### config.mk
export PLATFORM = sky130hd
export DESIGN_NAME = crc_stream_engine
export DESIGN_NICKNAME = d
export VERILOG_FILES = /design/src/rtl/crc_stream_pkg.sv /design/src/rtl/crc_stream_engine_core.sv /design/src/rtl/crc_stream_engine.sv
export SDC_FILE = /design/constraint.sdc
export NUM_CORES = 1
export LEC_CHECK = 0
export CAP_MARGIN = 20
export CELL_PAD_IN_SITES_DETAIL_PLACEMENT = 1
export CELL_PAD_IN_SITES_GLOBAL_PLACEMENT = 2
export CORE_UTILIZATION = 40
export DETAILED_ROUTE_END_ITERATION = 8
export DONT_BUFFER_PORTS = 1
export PLACE_DENSITY = 0.82
export SYNTH_ARGS = -nofsm -noshare
export SYNTH_HDL_FRONTEND = slang
export SYNTH_SLANG_ARGS = --single-unit
export TNS_END_PERCENT = 50
### constraint.sdc
create_clock -name clk -period 3.8 [get_ports clk]
set_input_delay 0.19 -clock clk [delete_from_list [all_inputs] [get_ports clk]]
set_output_delay 0.19 -clock clk [all_outputs]
set_load 0.05 [all_outputs]
### src/rtl/crc_stream_pkg.sv
// Shared types and helpers for the CRC stream engine: FSM state encoding,
// the default CCITT polynomial, byte-lane selection and one-byte CRC step.
package crc_stream_pkg;

    typedef enum logic [2:0] {
        IDLE,
        FETCH,
        LATCH,
        BYTE,
        DONE
    } state_t;

    localparam logic [15:0] DEFAULT_POLY16 = 16'h1021;

    // Widest buffer word the lane selector accepts (32 bytes).
    localparam int MAX_WORD_BITS = 256;

    // Pick byte `lane` out of a buffer word; with msb_first set, lane 0 is the
    // most significant byte of the word, otherwise it is bits [7:0].
    function automatic logic [7:0] lane_select(
        input logic [MAX_WORD_BITS-1:0] word,
        input int                       word_bytes,
        input int                       lane,
        input bit                       msb_first
    );
        int idx;
        idx = msb_first ? (word_bytes - 1 - lane) : lane;
        return word[8*idx +: 8];
    endfunction

    // Non-reflected CRC update for one byte, MSB first, no final XOR.
    // The CRC lives in the low crc_w bits of a 32-bit container.
    function automatic logic [31:0] crc_byte_step(
        input logic [31:0] crc_in,
        input logic [7:0]  data,
        input int          crc_w,
        input logic [31:0] poly
    );
        logic [31:0] c;
        logic [31:0] mask;
        mask = (crc_w >= 32) ? 32'hFFFF_FFFF : ((32'd1 << crc_w) - 32'd1);
        c    = crc_in ^ ({24'd0, data} << (crc_w - 8));
        for (int i = 0; i < 8; i++) begin
            if (c[crc_w-1]) begin
                c = ((c << 1) ^ poly) & mask;
            end else begin
                c = (c << 1) & mask;
            end
        end
        return c;
    endfunction

endpackage

### src/rtl/crc_stream_engine_core.sv
// Generic registered CRC engine: init loads the seed, and each cycle with en
// high folds one byte into the running CRC.
module crc_byte_core
    import crc_stream_pkg::*;
#(
    parameter int               CRC_W = 16,
    parameter logic [CRC_W-1:0] POLY  = CRC_W'(DEFAULT_POLY16)
) (
    input  logic             clk,
    input  logic             nrst,
    input  logic             init,
    input  logic [CRC_W-1:0] seed,
    input  logic             en,
    input  logic [7:0]       data,
    output logic [CRC_W-1:0] crc
);

    // Running CRC register: seed load has priority over a byte update.
    always_ff @(posedge clk) begin
        if (!nrst) begin
            crc <= '0;
        end else if (init) begin
            crc <= seed;
        end else if (en) begin
            crc <= CRC_W'(crc_byte_step(32'(crc), data, CRC_W, 32'(POLY)));
        end
    end

endmodule

### src/rtl/crc_stream_engine.sv
// CRC sequencer: fetches a packed message word by word from a synchronous
// buffer, walks each word byte by byte into the CRC core and publishes the
// result with a one-cycle done pulse. Oversized lengths report err instead.
module crc_stream_engine
    import crc_stream_pkg::*;
#(
    parameter int               WORD_BYTES = 4,
    parameter int               ADDR_W     = 3,
    parameter int               LEN_W      = 8,
    parameter int               CRC_W      = 16,
    parameter logic [CRC_W-1:0] POLY       = CRC_W'(DEFAULT_POLY16),
    parameter bit               MSB_FIRST  = 1'b1
) (
    input  logic                    clk,
    input  logic                    nrst,
    input  logic                    start,
    input  logic                    abort,
    input  logic [CRC_W-1:0]        seed,
    input  logic [LEN_W-1:0]        length,
    output logic                    rd_en,
    output logic [ADDR_W-1:0]       addr,
    input  logic [8*WORD_BYTES-1:0] rdata,
    output logic                    busy,
    output logic                    done,
    output logic                    err,
    output logic [CRC_W-1:0]        crc
);

    localparam int CAP        = WORD_BYTES << ADDR_W;
    localparam int LANE_W     = (WORD_BYTES > 1) ? $clog2(WORD_BYTES) : 1;
    localparam int WORD_SHIFT = $clog2(WORD_BYTES);
    localparam int WORD_W     = 8 * WORD_BYTES;

    state_t            state;
    logic [LEN_W-1:0]  byte_cnt;
    logic [LEN_W-1:0]  len_q;
    logic [LANE_W-1:0] lane;
    logic [WORD_W-1:0] word_q;

    logic              core_init;
    logic              core_en;
    logic [7:0]        cur_byte;
    logic [CRC_W-1:0]  core_crc;
    logic [CRC_W-1:0]  crc_after_byte;
    logic              overflow;
    logic              last_byte;
    logic              lane_last;

    // Job-start decisions are made on the live length input, the rest on the
    // captured copy. The wide compare keeps CAP exact whatever LEN_W is.
    assign overflow  = (33'(length) > 33'(CAP));
    assign last_byte = (({1'b0, byte_cnt} + (LEN_W+1)'(1)) == {1'b0, len_q});
    assign lane_last = (lane == LANE_W'(WORD_BYTES - 1));

    // Buffer interface is a pure decode of the state and byte counter.
    assign rd_en = (state == FETCH);
    assign addr  = rd_en ? ADDR_W'(byte_cnt >> WORD_SHIFT) : '0;

    assign core_init = (state == IDLE) && start;
    assign core_en   = (state == BYTE);
    assign cur_byte  = lane_select(MAX_WORD_BITS'(word_q), WORD_BYTES, int'(lane), MSB_FIRST);

    // The result register samples the value the core is about to take, so
    // crc is already valid in the cycle done is high.
    assign crc_after_byte = CRC_W'(crc_byte_step(32'(core_crc), cur_byte, CRC_W, 32'(POLY)));

    crc_byte_core #(
        .CRC_W (CRC_W),
        .POLY  (POLY)
    ) u_core (
        .clk  (clk),
        .nrst (nrst),
        .init (core_init),
        .seed (seed),
        .en   (core_en),
        .data (cur_byte),
        .crc  (core_crc)
    );

    // Sequencer FSM with registered busy/done/err/crc; abort overrides every
    // transition out of a busy state, including a completion in the same cycle.
    always_ff @(posedge clk) begin
        if (!nrst) begin
            state    <= IDLE;
            byte_cnt <= '0;
            len_q    <= '0;
            lane     <= '0;
            word_q   <= '0;
            busy     <= 1'b0;
            done     <= 1'b0;
            err      <= 1'b0;
            crc      <= '0;
        end else begin
            done <= 1'b0;
            err  <= 1'b0;
            if ((state != IDLE) && abort) begin
                state <= IDLE;
                busy  <= 1'b0;
            end else begin
                unique case (state)
                    IDLE: begin
                        if (start) begin
                            len_q    <= length;
                            byte_cnt <= '0;
                            lane     <= '0;
                            busy     <= 1'b1;
                            if (overflow) begin
                                state <= DONE;
                                done  <= 1'b1;
                                err   <= 1'b1;
                                crc   <= seed;
                            end else if (length == '0) begin
                                state <= DONE;
                                done  <= 1'b1;
                                crc   <= seed;
                            end else begin
                                state <= FETCH;
                            end
                        end
                    end
                    FETCH: begin
                        state <= LATCH;
                    end
                    LATCH: begin
                        word_q <= rdata;
                        lane   <= '0;
                        state  <= BYTE;
                    end
                    BYTE: begin
                        byte_cnt <= byte_cnt + LEN_W'(1);
                        lane     <= lane + LANE_W'(1);
                        if (last_byte) begin
                            state <= DONE;
                            done  <= 1'b1;
                            crc   <= crc_after_byte;
                        end else if (lane_last) begin
                            state <= FETCH;
                        end
                    end
                    DONE: begin
                        state <= IDLE;
                        busy  <= 1'b0;
                    end
                    default: begin
                        state <= IDLE;
                        busy  <= 1'b0;
                    end
                endcase
            end
        end
    end

endmodule

==> results.yml <==
clocking:
  cts_made_buffers: 9
  ctsHoldBuffers: 55
  cts_buffer_depth: 2
  cts_resized: 0
  root_buffer: "clkbuf_8"
  post-cts-setup-buffers: 0
  htreeDepth: 3
  clock_latency_ns: 0.38
  cts_tree: "built"
  cts_sinks: 88
  clk_pin_slew_ns: 0.10
power_and_ir_drop:
  switching_share_pct: 29.6
  irDropWorstVdd_v: 0.000166
  leakage_nw: 1.94
  clock_power_share_pct: 34.8
  p_sw_mw: 0.587
  pwr-share-comb_pct: 12.0
  power_mw: 1.98
  p_per_area_nw_per_um2: 378
  p_int_mw: 1.40
  seqPwrFrac_pct: 53.2
timing:
  finalCritPeriodShare_pct: 83.3
  setup_violations: 0
  hold_viol: 0
  skew_ns: 0.0105
  slew-limit-headroom_pct: 36.4
  period_minus_slack_ns: 3.17
  rsz0062_at_grt: "false"
  fmax_mhz: 316
  setup_slack_ns: 0.635
  holdWs_ns: 0.0182
  slew_violations: 0
  tightestPinTransition_ns: 0.953
  tns_ns: 0
synthesis:
  netlist_area_um2: 4390
  syn_nets: 599
  syn_inst: 537
  synth-edff-count: 0
  avgSynthCellArea_um2: 8.18
  synth_top_area_share_pct: 40.1
  async_reset_ff_share_pct: 0
  synth_top_cell_by_area: "dfxtp_1"
  synth_commonest_cells: "112 x nand2_1, 88 x dfxtp_1, 87 x a21oi_1"
  synth_cell_types: 56
  synth_ff_type: "dfxtp_1"
  yosysMostFrequentCell: "nand2_1"
  yosysWarnings: 0
  ys_ff_latch: 88
  synth_area_leaders: "dfxtp_1 40%, a21oi_1 9.9%, nand2_1 9.6%"
  yosysSeqAreaShare_pct: 40.1
critical_path:
  crit_arrival_ns: 3.44
  end_kind: "flip-flop"
  critical_path_class: "flip-flop to flip-flop"
  startpoint_type: "flip-flop"
  ff2ff_setup_slack_ns: 0.63
  r2r_end: "state[1]$_SDFFE_PP0P_"
  r2r-start: "byte_cnt[0]$_SDFFE_PN0P_"
  crit_fanout: 7
  required_ns: 4.07
  reg2reg_depth: 8
die:
  std_cell_rows: 37
  coreArea_um2: 10500
  num_io_pins: 83
  fp.dieH_um: 107
  die_w_um: 107
  start_util_pct: 42.0
  die_area_um2: 11400
detailed_routing:
  via_count: 4107
  dr.pass1.iters: 4
  ant_nets: 0
  drt_iter0_drc: 188
  post_drt_wl_per_cell_um: 19.0
  wl_um: 13600
  via_per_inst: 5.74
  drc_errors: 0
placed_design:
  dp_slack_ns: 0.857
  place_congestion: 0.828
  io_buffers: 0
  hpwlAfterDp_um: 9350
layout:
  antenna_cells: 0
  final_nets: 637
  fillers: 1259
  areaGrowthSynthToFinish_pct: 19.5
  fin_util_pct: 50.2
  drive_gt1_share_pct: 8.45
outcome:
  outcome: "finished clean"
global_routing:
  grt_pass1_vias: 4159
  grt_max_degree: 51
  grt_antenna_before_repair: 0
  grt_usage_pct: 24.9
  grt_use_met2_pct: 40.6
  met3_usage_pct: 4.32
  grt_pass1_wl_um: 21900
  globalRouteOverflowTotal: 0
  busiest_layer: "met2"
  grtUsageMet1_pct: 33.3
min_path:
  hold_start: "seed[10]"
  worstHoldPathType: "primary input to flip-flop"
  min_delay_path_depth: 2
  worstHoldEndpoint: "crc[10]$_SDFFE_PN0P_"
flow_run:
  drv_cap: 0
area by class of cell:
type | count | area, um2 | area share (%)
clock buffer | 10 | 138 | 2.62
clock inverter | 6 | 67.6 | 1.29
inverter | 3 | 11.3 | 0.215
multi-input combinational | 409 | 2460 | 46.8
sequential | 88 | 1760 | 33.6
tap | 136 | 170 | 3.24
timing repair buffer | 64 | 642 | 12.2
routing by layer:
metal	vias to the layer above	share of wire, %	wire length (um)
li1	1997	-	-
met5	-	0	0
met4	0	1.2	165
met3	13	5.1	694
met2	87	47	6390
met1	2010	47	6380
state kept, by name (all words and copies together) (netlist names):
name / count
word_q: 32
byte_cnt: 8
len_q: 8
err: 1
state: 3
lane: 2
u_core.crc: 16
done: 1
busy: 1
crc: 16
cells in the final DEF (no fill, tap or decap), types with 2 or more instances in the layout:
master and count:
a21o_1 4, a21oi_1 87, a22oi_1 15, a311oi_1 8, a311oi_2 3, a31o_2 4, a31oi_1 4, a41o_1 4
and2_1 2, and3_1 14, and4_1 5, buf_4 7, clkbuf_8 10, clkinvlp_4 2, dfxtp_1 88, dlygate4sd3_1 55
ha_1 2, inv_1 2, mux2_2 3, mux2i_1 16, mux4_2 4, nand2_1 112, nand2b_1 6, nand3_1 10
nand3b_1 2, nand4_1 3, nor2_1 28, nor2b_1 4, nor3_1 4, nor4_1 4, o21ai_0 14, or3_1 6
xnor2_1 14, xnor2_2 2, xor2_1 5
per-stage QoR:
stage	instance area, um2	cells
2_1_floorplan	4390	537
6_report	5250	716
5_1_grt	5250	716
4_1_cts	5220	715
3_5_place_dp	4460	644
3_3_place_gp	4450	643
worst max path at each step:
stage,from,endpoint,slack (ns),cells past startpoint
2_1_floorplan,byte_cnt[0]$_SDFFE_PN0P_,crc[10]$_SDFFE_PN0P_,1.48,8
3_3_place_gp,byte_cnt[0]$_SDFFE_PN0P_,crc[2]$_SDFFE_PN0P_,1.03,7
3_5_place_dp,byte_cnt[0]$_SDFFE_PN0P_,crc[1]$_SDFFE_PN0P_,0.86,7
4_1_cts,byte_cnt[0]$_SDFFE_PN0P_,state[1]$_SDFFE_PP0P_,0.69,8
5_1_grt,byte_cnt[0]$_SDFFE_PN0P_,state[1]$_SDFFE_PP0P_,0.45,8
6_report,byte_cnt[0]$_SDFFE_PN0P_,state[1]$_SDFFE_PP0P_,0.63,8
kinds of logic after synthesis:
logic type / synth area share (%)
and+or+nand+nor: 22.1
AOI/OAI and AO/OA: 22.1
DFF: 40.1
buffers and inverters: 4.05
muxes: 6.47
xor gates and xnor gates: 4.53
adders and majority gates: 0.570
worst max-delay path, cell delays in order (launching register included):
cell and delay, ns:
dfxtp_1 0.45, ha_1 0.32, and4_4 0.30, a211oi_2 0.08, or4_4 0.56, nor3_1 0.52
o211a_1 0.23, nor4_1 0.05, dlygate4sd3_1 0.55
power groups by stage:
stage / sequential, mW / combinational, mW / clock [mW]
after floorplan: 1.06 / 0.150 / 0
after global placement: 1.08 / 0.183 / 0
after detailed placement: 1.08 / 0.190 / 0
after CTS: 1.05 / 0.237 / 0.704
after global routing: 1.06 / 0.261 / 0.745
final: 1.05 / 0.239 / 0.690
Power figures use the tool's default switching activity.
